==> src/rtl/hsi_m_rx_frame_ctrl_if.sv <==
// ============================================================================
// Module      : hsi_m_rx_frame_ctrl_if
// Description : Decoder-side byte input and consumer-side frame port of the
//               HSI receive frame controller.
// Revision    : 1.0 - initial release
// ============================================================================
`default_nettype none

interface hsi_m_rx_frame_ctrl_if;
    logic [7:0] d;
    logic       d_rdy;
    logic       msg_valid;
    logic [2:0] msg_type;
    logic [4:0] msg_len;
    logic [4:0] rd_addr;
    logic [7:0] rd_q;
    logic       msg_ack;
    logic       err;
    logic [1:0] err_code;

    modport master (
        output d, d_rdy, rd_addr, msg_ack,
        input  msg_valid, msg_type, msg_len, rd_q, err, err_code
    );

    modport slave (
        input  d, d_rdy, rd_addr, msg_ack,
        output msg_valid, msg_type, msg_len, rd_q, err, err_code
    );
endinterface

`default_nettype wire

==> src/rtl/hsi_m_rx_frame_ctrl.sv <==
// ============================================================================
// Module      : hsi_m_rx_frame_ctrl
// Description : HSI receive frame delineation, payload buffering, CRC16-CCITT
//               check and hold/ack release of good frames.
// Revision    : 1.0 - initial release
// ============================================================================
`default_nettype none

module hsi_m_rx_frame_ctrl #(
    parameter int BYTE_TIMEOUT = 2000
) (
    input  logic                   clk,
    input  logic                   rst,
    hsi_m_rx_frame_ctrl_if.slave   bus
);

    localparam logic [2:0]  c_IDLE    = 3'd0;
    localparam logic [2:0]  c_PAYLOAD = 3'd1;
    localparam logic [2:0]  c_CRC_HI  = 3'd2;
    localparam logic [2:0]  c_CRC_LO  = 3'd3;
    localparam logic [2:0]  c_CHECK   = 3'd4;
    localparam logic [2:0]  c_HOLD    = 3'd5;
    localparam logic [2:0]  c_DISCARD = 3'd6;

    localparam logic [1:0]  c_E_CRC     = 2'd0;
    localparam logic [1:0]  c_E_TIMEOUT = 2'd1;
    localparam logic [1:0]  c_E_TYPE    = 2'd2;
    localparam logic [1:0]  c_E_OVERRUN = 2'd3;

    localparam logic [12:0] c_TO_LAST  = 13'(BYTE_TIMEOUT - 1);
    localparam logic [15:0] c_CRC_INIT = 16'hFFFF;

    logic [2:0]  r_state,    w_state_d;
    logic        r_d_rdy_prev;
    logic [12:0] r_cnt,      w_cnt_d;
    logic [4:0]  r_idx,      w_idx_d;
    logic [15:0] r_crc,      w_crc_d;
    logic [15:0] r_crc_rx,   w_crc_rx_d;
    logic [2:0]  r_type,     w_type_d;
    logic [4:0]  r_len,      w_len_d;
    logic        r_valid,    w_valid_d;
    logic        r_err,      w_err_d;
    logic [1:0]  r_err_code, w_err_code_d;
    logic        r_ovr,      w_ovr_d;
    logic [7:0]  r_rd_q;
    logic [7:0]  r_buf [0:31];

    logic        w_accept;
    logic        w_counting;
    logic        w_to_hit;
    logic        w_type_ok;
    logic        w_wr_en;

    // Byte-wise CRC16-CCITT (poly 0x1021, MSB first).
    function automatic logic [15:0] f_crc_byte(input logic [15:0] crc, input logic [7:0] b);
        logic [15:0] c;
        c = crc ^ {b, 8'h00};
        for (int i = 0; i < 8; i++) begin
            c = c[15] ? ((c << 1) ^ 16'h1021) : (c << 1);
        end
        return c;
    endfunction

    assign w_accept   = bus.d_rdy & ~r_d_rdy_prev;
    assign w_type_ok  = (bus.d[7:5] >= 3'd1) && (bus.d[7:5] <= 3'd5);
    assign w_counting = (r_state == c_PAYLOAD) || (r_state == c_CRC_HI) ||
                        (r_state == c_CRC_LO)  || (r_state == c_DISCARD);
    // An accepted byte always beats an expiring timeout.
    assign w_to_hit   = w_counting && !w_accept && (r_cnt == c_TO_LAST);

    always_comb begin
        w_state_d    = r_state;
        w_cnt_d      = (w_counting && !w_accept) ? r_cnt + 13'd1 : 13'd0;
        w_idx_d      = r_idx;
        w_crc_d      = r_crc;
        w_crc_rx_d   = r_crc_rx;
        w_type_d     = r_type;
        w_len_d      = r_len;
        w_valid_d    = r_valid;
        w_err_d      = 1'b0;
        w_err_code_d = 2'd0;
        w_ovr_d      = r_ovr;
        w_wr_en      = 1'b0;

        if (w_to_hit) begin
            w_cnt_d = 13'd0;
        end

        case (r_state)
            c_IDLE: begin
                if (w_accept) begin
                    w_crc_d = c_CRC_INIT;
                    w_idx_d = 5'd0;
                    if (w_type_ok) begin
                        w_type_d  = bus.d[7:5];
                        w_len_d   = bus.d[4:0];
                        w_state_d = (bus.d[4:0] != 5'd0) ? c_PAYLOAD : c_CRC_HI;
                    end else begin
                        w_err_d      = 1'b1;
                        w_err_code_d = c_E_TYPE;
                        w_state_d    = c_DISCARD;
                    end
                end
            end
            c_PAYLOAD: begin
                if (w_accept) begin
                    w_wr_en = 1'b1;
                    w_idx_d = r_idx + 5'd1;
                    w_crc_d = f_crc_byte(r_crc, bus.d);
                    if (r_idx == (r_len - 5'd1)) begin
                        w_state_d = c_CRC_HI;
                    end
                end else if (w_to_hit) begin
                    w_err_d      = 1'b1;
                    w_err_code_d = c_E_TIMEOUT;
                    w_crc_d      = c_CRC_INIT;
                    w_state_d    = c_IDLE;
                end
            end
            c_CRC_HI, c_CRC_LO: begin
                if (w_accept) begin
                    if (r_state == c_CRC_HI) begin
                        w_crc_rx_d[15:8] = bus.d;
                        w_state_d        = c_CRC_LO;
                    end else begin
                        w_crc_rx_d[7:0]  = bus.d;
                        w_state_d        = c_CHECK;
                    end
                end else if (w_to_hit) begin
                    w_err_d      = 1'b1;
                    w_err_code_d = c_E_TIMEOUT;
                    w_crc_d      = c_CRC_INIT;
                    w_state_d    = c_IDLE;
                end
            end
            c_CHECK: begin
                if (r_crc_rx == r_crc) begin
                    w_valid_d = 1'b1;
                    w_state_d = c_HOLD;
                end else begin
                    w_err_d      = 1'b1;
                    w_err_code_d = c_E_CRC;
                    w_state_d    = c_IDLE;
                end
            end
            c_HOLD: begin
                if (w_accept) begin
                    w_err_d      = 1'b1;
                    w_err_code_d = c_E_OVERRUN;
                    w_ovr_d      = 1'b1;
                end
                // After an overrun the line is mid-frame, so resync via DISCARD.
                if (bus.msg_ack) begin
                    w_valid_d = 1'b0;
                    w_ovr_d   = 1'b0;
                    w_state_d = (r_ovr || w_accept) ? c_DISCARD : c_IDLE;
                end
            end
            c_DISCARD: begin
                if (w_to_hit) begin
                    w_state_d = c_IDLE;
                end
            end
            default: begin
                w_state_d = c_IDLE;
            end
        endcase
    end

    always_ff @(posedge clk) begin
        if (rst) begin
            r_state      <= c_IDLE;
            r_d_rdy_prev <= 1'b0;
            r_cnt        <= 13'd0;
            r_idx        <= 5'd0;
            r_crc        <= c_CRC_INIT;
            r_crc_rx     <= 16'd0;
            r_type       <= 3'd0;
            r_len        <= 5'd0;
            r_valid      <= 1'b0;
            r_err        <= 1'b0;
            r_err_code   <= 2'd0;
            r_ovr        <= 1'b0;
            r_rd_q       <= 8'd0;
        end else begin
            r_state      <= w_state_d;
            r_d_rdy_prev <= bus.d_rdy;
            r_cnt        <= w_cnt_d;
            r_idx        <= w_idx_d;
            r_crc        <= w_crc_d;
            r_crc_rx     <= w_crc_rx_d;
            r_type       <= w_type_d;
            r_len        <= w_len_d;
            r_valid      <= w_valid_d;
            r_err        <= w_err_d;
            r_err_code   <= w_err_code_d;
            r_ovr        <= w_ovr_d;
            r_rd_q       <= r_buf[bus.rd_addr];
        end
    end

    always_ff @(posedge clk) begin
        if (w_wr_en) begin
            r_buf[r_idx] <= bus.d;
        end
    end

    assign bus.msg_valid = r_valid;
    assign bus.msg_type  = r_type;
    assign bus.msg_len   = r_len;
    assign bus.rd_q      = r_rd_q;
    assign bus.err       = r_err;
    assign bus.err_code  = r_err_code;

endmodule

`default_nettype wire

==> src/flat_wrapper.sv <==
// flat-port wrapper written by rule: the top's interface ports become plain ports
module hsi_m_rx_frame_ctrl_flat 
#(
    parameter int BYTE_TIMEOUT = 2000
)
  (clk, rst, bus_d, bus_d_rdy, bus_rd_addr, bus_msg_ack, bus_msg_valid, bus_msg_type, bus_msg_len, bus_rd_q, bus_err, bus_err_code);
  hsi_m_rx_frame_ctrl_if bus_i ();
  input  logic clk;
  input  logic rst;
  input wire logic [$bits(bus_i.d)-1:0] bus_d;
  input wire logic [$bits(bus_i.d_rdy)-1:0] bus_d_rdy;
  input wire logic [$bits(bus_i.rd_addr)-1:0] bus_rd_addr;
  input wire logic [$bits(bus_i.msg_ack)-1:0] bus_msg_ack;
  output wire logic [$bits(bus_i.msg_valid)-1:0] bus_msg_valid;
  output wire logic [$bits(bus_i.msg_type)-1:0] bus_msg_type;
  output wire logic [$bits(bus_i.msg_len)-1:0] bus_msg_len;
  output wire logic [$bits(bus_i.rd_q)-1:0] bus_rd_q;
  output wire logic [$bits(bus_i.err)-1:0] bus_err;
  output wire logic [$bits(bus_i.err_code)-1:0] bus_err_code;
  assign bus_i.d = bus_d;
  assign bus_i.d_rdy = bus_d_rdy;
  assign bus_i.rd_addr = bus_rd_addr;
  assign bus_i.msg_ack = bus_msg_ack;
  assign bus_msg_valid = bus_i.msg_valid;
  assign bus_msg_type = bus_i.msg_type;
  assign bus_msg_len = bus_i.msg_len;
  assign bus_rd_q = bus_i.rd_q;
  assign bus_err = bus_i.err;
  assign bus_err_code = bus_i.err_code;
  hsi_m_rx_frame_ctrl #(.BYTE_TIMEOUT(BYTE_TIMEOUT)) u_core (.clk(clk), .rst(rst), .bus(bus_i));
endmodule
==> config.mk <==
export PLATFORM = sky130hd
export DESIGN_NAME = hsi_m_rx_frame_ctrl_flat
export DESIGN_NICKNAME = d
export VERILOG_FILES = /design/src/rtl/hsi_m_rx_frame_ctrl_if.sv /design/src/rtl/hsi_m_rx_frame_ctrl.sv /design/src/flat_wrapper.sv
export SDC_FILE = /design/constraint.sdc
export NUM_CORES = 1
export LEC_CHECK = 0
export CORE_ASPECT_RATIO = 1.5
export CORE_MARGIN = 4
export CORE_UTILIZATION = 66
export DETAILED_ROUTE_END_ITERATION = 6
export PLACE_DENSITY = 0.84
export SYNTH_ARGS = -nofsm -noshare
export SYNTH_HDL_FRONTEND = slang
export SYNTH_SLANG_ARGS = --single-unit
==> constraint.sdc <==
create_clock -name clk -period 5.29 [get_ports clk]
set_input_delay 1.3225 -clock clk [delete_from_list [all_inputs] [get_ports clk]]
set_output_delay 1.3225 -clock clk [all_outputs]
set_load 0.005 [all_outputs]
==> impl_metrics.json, run 1 <==
{
  "die-area_um2": 22800,
  "numPortBuffers": 36,
  "setup_viol": 0,
  "cts_hold_buf": 0,
  "antenna_found_initial": 0,
  "rows": 63,
  "nets": 885,
  "crit_path_start_kind": "primary input",
  "cts_buffers": 29,
  "period_needed_ns": 3.82,
  "cp.required_ns": 5.46,
  "crit_path_end_kind": "flop",
  "slew-limit-headroom": 0.161,
  "worstPathMaxFanout": 12,
  "status": "finished clean",
  "async_flop_share": 0,
  "clkLatencyLatePin_ns": 0.55,
  "drv_cap": 0,
  "fmax_ghz": 0.262,
  "synth-edff-count": 256,
  "synthesis.nets": 843,
  "gr-usage-all-layers": 0.273,
  "dp.final_hpwl_um": 18700,
  "die_h_um": 183,
  "vias_per_cell": 6.62,
  "min_path_type": "flop to flop",
  "grt.overflow.total": 0,
  "grt_max_degree": 65,
  "root_buffer": "clkbuf_16",
  "core-area_um2": 19900,
  "synth-seq-area-share": 0.683,
  "htree_levels": 1,
  "dr.first_iter.drc_count": 826,
  "syn_inst": 820,
  "dpl_cell_area_um2": 14100,
  "cts_max_path_buffers": 3,
  "area_growth_pct": 11.8,
  "die_x_um": 125,
  "tns_ns": 0,
  "drive_gt1_frac": 0.174,
  "gp_congestion": 0.909,
  "vdd_drop_max_mv": 0.306,
  "final_area_um2": 15000,
  "cellPowerDensity_nw_per_um2": 366,
  "cts_sinks": 331,
  "ant_nets": 0,
  "post_cts_resize_count": 0,
  "post_cts_buffers": 0,
  "drc_errors": 0,
  "clk_pin_slew_ns": 0.07,
  "grt_pass1_vias": 7737,
  "initial_utilization": 0.675,
  "hold_viol_final": 0,
  "num_antenna_cells": 0,
  "drv_slew": 0,
  "grt_pass1_wl_um": 47100,
  "ys_seq_elements": 331,
  "tightest_slew_ns": 1.25,
  "syn_avg_cell_area_um2": 16.4,
  "setup.worst_path.class": "primary input to flop",
  "io_pins": 37,
  "wl_per_cell_um": 26.6,
  "rsz0062_at_grt": "no",
  "yosys_warnings": 0,
  "synth_flop_cell": "edfxtp_1",
  "vias": 7575,
  "skew_ns": 0.00831,
  "syn-cell-area_um2": 13500,
  "ys_types": 54,
  "wirelength_um": 30500,
  "arrival_ns": 4.00,
  "tritoncts": "yes",
  "drt-pass1-iter-count": 5,
  "fin_crit_sh": 0.723,
  "leakagePower_nw": 4.80
}
==> path summary, 6_finish.rpt <==
| check | from | end | slack, ns | cells after the start |
|---|---|---|---|---|
| worst max-delay path | bus_d_rdy | u_core.r_buf[20][6] | 1.47 | 6 |
| worst min-delay path | u_core.r_cnt[0] | u_core.r_cnt[0] | 0.48 | 1 |
| worst max register to register | u_core.r_state[0] | u_core.r_buf[20][6] | 2.15 | 5 |
| worst min register to register | u_core.r_cnt[0] | u_core.r_cnt[0] | 0.48 | 1 |
==> cell usage after synthesis (9+ instances only) <==
library cell | count | area share
o21ai_0 | 10 | 0.0037
xor2_1 | 35 | 0.023
nand2_1 | 32 | 0.0089
clkbuf_1 | 26 | 0.0073
a21oi_1 | 20 | 0.0074
nand2b_1 | 13 | 0.0060
edfxtp_1 | 256 | 0.57
a31oi_1 | 12 | 0.0056
nand3_1 | 10 | 0.0037
mux2i_1 | 30 | 0.022
nor2_1 | 101 | 0.028
xnor2_1 | 19 | 0.012
dfxtp_1 | 75 | 0.11
mux4_2 | 80 | 0.13
buf_2 | 9 | 0.0033
==> critical path, cell delays in order <==
cell	delay [ns]
clkdlybuf4s50_1	0.49
nand2b_1	0.28
nor3_2	0.46
buf_4	0.26
nand2_1	0.37
nor2_1	0.81
==> report_power, final <==
part	switching [mW]	leakage (nW)	total [mW]	internal, mW
combinational	0.288	1.43	0.505	0.217
sequential	0.0514	2.91	2.89	2.83
clock	0.912	0.457	2.12	1.21
==> cell families (layout without fill, tap and decap cells) <==
logic type | count (synthesis) | after routing | synth area share
xor+xnor | 54 | 54 | 0.0351
buf+inv | 47 | 111 | 0.0139
simple gates | 197 | 197 | 0.0698
flops | 331 | 331 | 0.683
fa+ha+maj | 6 | 6 | 0.00558
compound gates | 75 | 75 | 0.0367
mux | 110 | 110 | 0.156
==> area by class of cell <==
class | count | area, um^2
clock buffers | 35 | 748
multi-input cells | 442 | 4080
repair buffers | 50 | 465
clock inverters | 18 | 205
flip-flops and latches | 331 | 9190
fillers | 1129 | 4900
well taps | 260 | 325
inverters | 8 | 30.0
==> registers in the layout, summed over array words and instances (netlist names) <==
| name | count |
|---|---|
| u_core.bus.err | 1 |
| u_core.bus.err_code | 2 |
| u_core.bus.msg_len | 5 |
| u_core.bus.msg_type | 3 |
| u_core.bus.msg_valid | 1 |
| u_core.bus.rd_q | 8 |
| u_core.r_buf | 256 |
| u_core.r_cnt | 13 |
| u_core.r_crc | 16 |
| u_core.r_crc_rx | 16 |
| u_core.r_d_rdy_prev | 1 |
| u_core.r_idx | 5 |
| u_core.r_ovr | 1 |
| u_core.r_state | 3 |
==> cell usage in the layout (no fill, tap or decap), types with 20 or more instances in the layout <==
| cell type | count |
|---|---|
| clkbuf_16 | 29 |
| nor2_1 | 101 |
| xor2_1 | 35 |
| dfxtp_1 | 75 |
| clkdlybuf4s50_1 | 33 |
| edfxtp_1 | 256 |
| a21oi_1 | 20 |
| mux4_2 | 80 |
| mux2i_1 | 30 |
| nand2_1 | 32 |
==> metrics by stage <==
step	setup WS, ns	cells	util	power, mW	hold WS [ns]
global placement	1.25	1091	0.707	3.42	0.430
CTS	1.58	1144	0.755	5.53	0.478
detailed placement	1.06	1091	0.707	3.43	0.460
floorplan	2.07	820	-	3.26	0.418
finish	1.47	1144	0.755	5.51	0.476
global route	1.38	1144	0.755	5.70	0.497
==> per-layer routing <==
metal  track usage  routed length (um)  part of all wire  vias up
met5             0                   0                 0        -
met4         0.116                1440             0.047        0
met3        0.0332                2110             0.069       78
met2         0.485               16300              0.53      431
met1         0.344               10600              0.35     3811
li1              -                   -                 -     3255
Power figures use the tool's default switching activity.
==> run 2, diff against run 1 <==
--- a/config.mk
+++ b/config.mk
@@ -7,9 +7,9 @@
 export LEC_CHECK = 0
 export CORE_ASPECT_RATIO = 1.5
 export CORE_MARGIN = 4
-export CORE_UTILIZATION = 66
+export CORE_UTILIZATION = 61
 export DETAILED_ROUTE_END_ITERATION = 6
-export PLACE_DENSITY = 0.84
+export PLACE_DENSITY = 0.79
 export SYNTH_ARGS = -nofsm -noshare
 export SYNTH_HDL_FRONTEND = slang
 export SYNTH_SLANG_ARGS = --single-unit
==> constraint.sdc (replaced) <==
create_clock -name clk -period 3.82 [get_ports clk]
set_input_delay 0.955 -clock clk [delete_from_list [all_inputs] [get_ports clk]]
set_output_delay 0.955 -clock clk [all_outputs]
set_load 0.005 [all_outputs]
==> run 2 against run 1 <==
Global-route usage down 0.98 points. Clock-buffer cell count down 4. Wire length up 2.9%. Sequential power up 38%. First-iteration DRC count down 11%. Cell count up 5.0%. Sequential share of layout area down 1.3 points. Non-clock buffer count up 44. Hold slack worse by 0.025 ns. Via count up 2.6%. Critical endpoint is now u_core.r_buf[22][4]. Largest power group unchanged. Highest routed layer unchanged.
==> impl_metrics.json, run 2 (synthesis results as in run 1) <==
{
  "cellPowerDensity_nw_per_um2": 489,
  "vias": 7769,
  "fmax_ghz": 0.386,
  "numPortBuffers": 36,
  "drive_gt1_frac": 0.220,
  "area_growth_pct": 14.2,
  "final_common_cell": "edfxtp_1",
  "wl_per_cell_um": 26.1,
  "core-area_um2": 21700,
  "drt-pass1-iter-count": 5,
  "clockPowerShare": 0.373,
  "slew-limit-headroom": 0.251,
  "seq_power_share": 0.532,
  "cts_sinks": 331,
  "drc_errors": 0,
  "p_int_mw": 5.74,
  "tightest_slew_ns": 1.12,
  "cp.required_ns": 4.00,
  "startpoint": "bus_d_rdy",
  "ant_nets": 0,
  "crit_path_start_kind": "primary input",
  "num_antenna_cells": 0,
  "whs_ns": 0.451,
  "grt_max_degree": 65,
  "total_power_mw": 7.51,
  "post_cts_buffers": 0,
  "nFillCells": 1376,
  "antenna_found_initial": 0,
  "grt.overflow.total": 0,
  "largest_register_ffs": 256,
  "reg_top3": "u_core.r_buf: 256 flops, u_core.r_crc: 16 flops, u_core.r_crc_rx: 16 flops",
  "vdd_drop_max_mv": 0.439,
  "clk_pin_slew_ns": 0.07,
  "cts_hold_buf": 0,
  "worstPathMaxFanout": 10,
  "io_pins": 37,
  "top_register": "u_core.r_buf",
  "setup_viol": 0,
  "skew_ns": 0.00879,
  "cts_max_path_buffers": 3,
  "tns_ns": 0,
  "rows": 66,
  "die_x_um": 129,
  "hold_viol_final": 0,
  "die-area_um2": 24600,
  "gr-usage-all-layers": 0.263,
  "drv_slew": 0,
  "p_sw_frac": 0.235,
  "dr.first_iter.drc_count": 737,
  "clkLatencyLatePin_ns": 0.55,
  "period_needed_ns": 2.59,
  "leakagePower_nw": 5.02,
  "nets": 929,
  "grt_pass1_wl_um": 47900,
  "wirelength_um": 31300,
  "root_buffer": "clkbuf_16",
  "vias_per_cell": 6.47,
  "initial_utilization": 0.620,
  "die_h_um": 190,
  "drv_cap": 0,
  "gp_congestion": 0.883,
  "rsz0062_at_grt": "no",
  "grt_pass1_vias": 8031,
  "status": "finished clean",
  "tritoncts": "yes",
  "hold_start": "u_core.r_cnt[0]",
  "post_cts_resize_count": 0,
  "cts_buffers": 29,
  "layout_common_cells": "edfxtp_1 (256), nor2_1 (101), mux4_2 (80)",
  "setup.worst_path.class": "primary input to flop",
  "p_comb_frac": 0.095,
  "min_path_type": "flop to flop",
  "crit_path_end_kind": "flop",
  "htree_levels": 1,
  "switching_power_mw": 1.77,
  "fin_crit_sh": 0.679,
  "arrival_ns": 2.78,
  "timing.rr.start": "u_core.r_state[0]",
  "dp.final_hpwl_um": 20600
}
## run 2: cell types whose count changed in the layout (fill, tap and decap cells not counted), sizes merged
| cell | previous run | this run |
|---|---|---|
| clkbuf | 35 | 31 |
| bufinv | 4 | 1 |
| clkinvlp | 3 | 6 |
| buf | 17 | 61 |
| clkinv | 9 | 14 |
## run 2: metal layers
| layer | share of wire | up-vias | wire length, um | global-route usage |
|---|---|---|---|---|
| met3 | 0.077 | 95 | 2410 | 0.0511 |
| met2 | 0.52 | 414 | 16400 | 0.446 |
| met5 | 0 | - | 0 | 0 |
| met4 | 0.048 | 0 | 1500 | 0.117 |
| li1 | - | 3339 | - | - |
| met1 | 0.35 | 3921 | 11000 | 0.329 |
## run 2: worst paths after layout
path	to	slack, ns	depth (start not counted)
worst min register to register	u_core.r_cnt[0]	0.45	1
worst max register to register	u_core.r_buf[22][4]	1.26	5
worst min-delay path	u_core.r_cnt[0]	0.45	1
worst max-delay path	u_core.r_buf[22][4]	1.23	6
## run 2: critical path: stages
cell and delay, ns:
clkdlybuf4s50_1 0.49, nand2b_1 0.10, nor3_2 0.20, buf_4 0.22
nand2_1 0.14, nor2_1 0.67
## run 2: area by class of cell
class                      instances  area, um^2  area share
clock buffer                      31         753      0.0490
clock inverter                    23         161      0.0105
inverter                           8        30.0     0.00195
multi-input combinational        442        4080       0.266
sequential                       331        9190       0.598
tap                              272         340      0.0221
timing repair buffer              94         808      0.0526
## run 2: power groups by stage
stage	clock network [mW]	registers, mW	logic [mW]
after floorplan	0	4.04	0.477
after global placement	0	4.07	0.682
after detailed placement	0	4.07	0.701
after CTS	2.83	3.99	0.709
after global routing	3.01	4.00	0.768
final	2.80	3.99	0.710
## run 2: per-stage QoR
stage	setup slack [ns]	cell area, um^2	util	instances
floorplan	0.963	13500	-	820
global placement	0.686	14500	0.665	1147
detailed placement	0.650	14500	0.665	1147
CTS	1.23	15400	0.708	1201
global route	1.11	15400	0.708	1201
finish	1.23	15400	0.708	1201
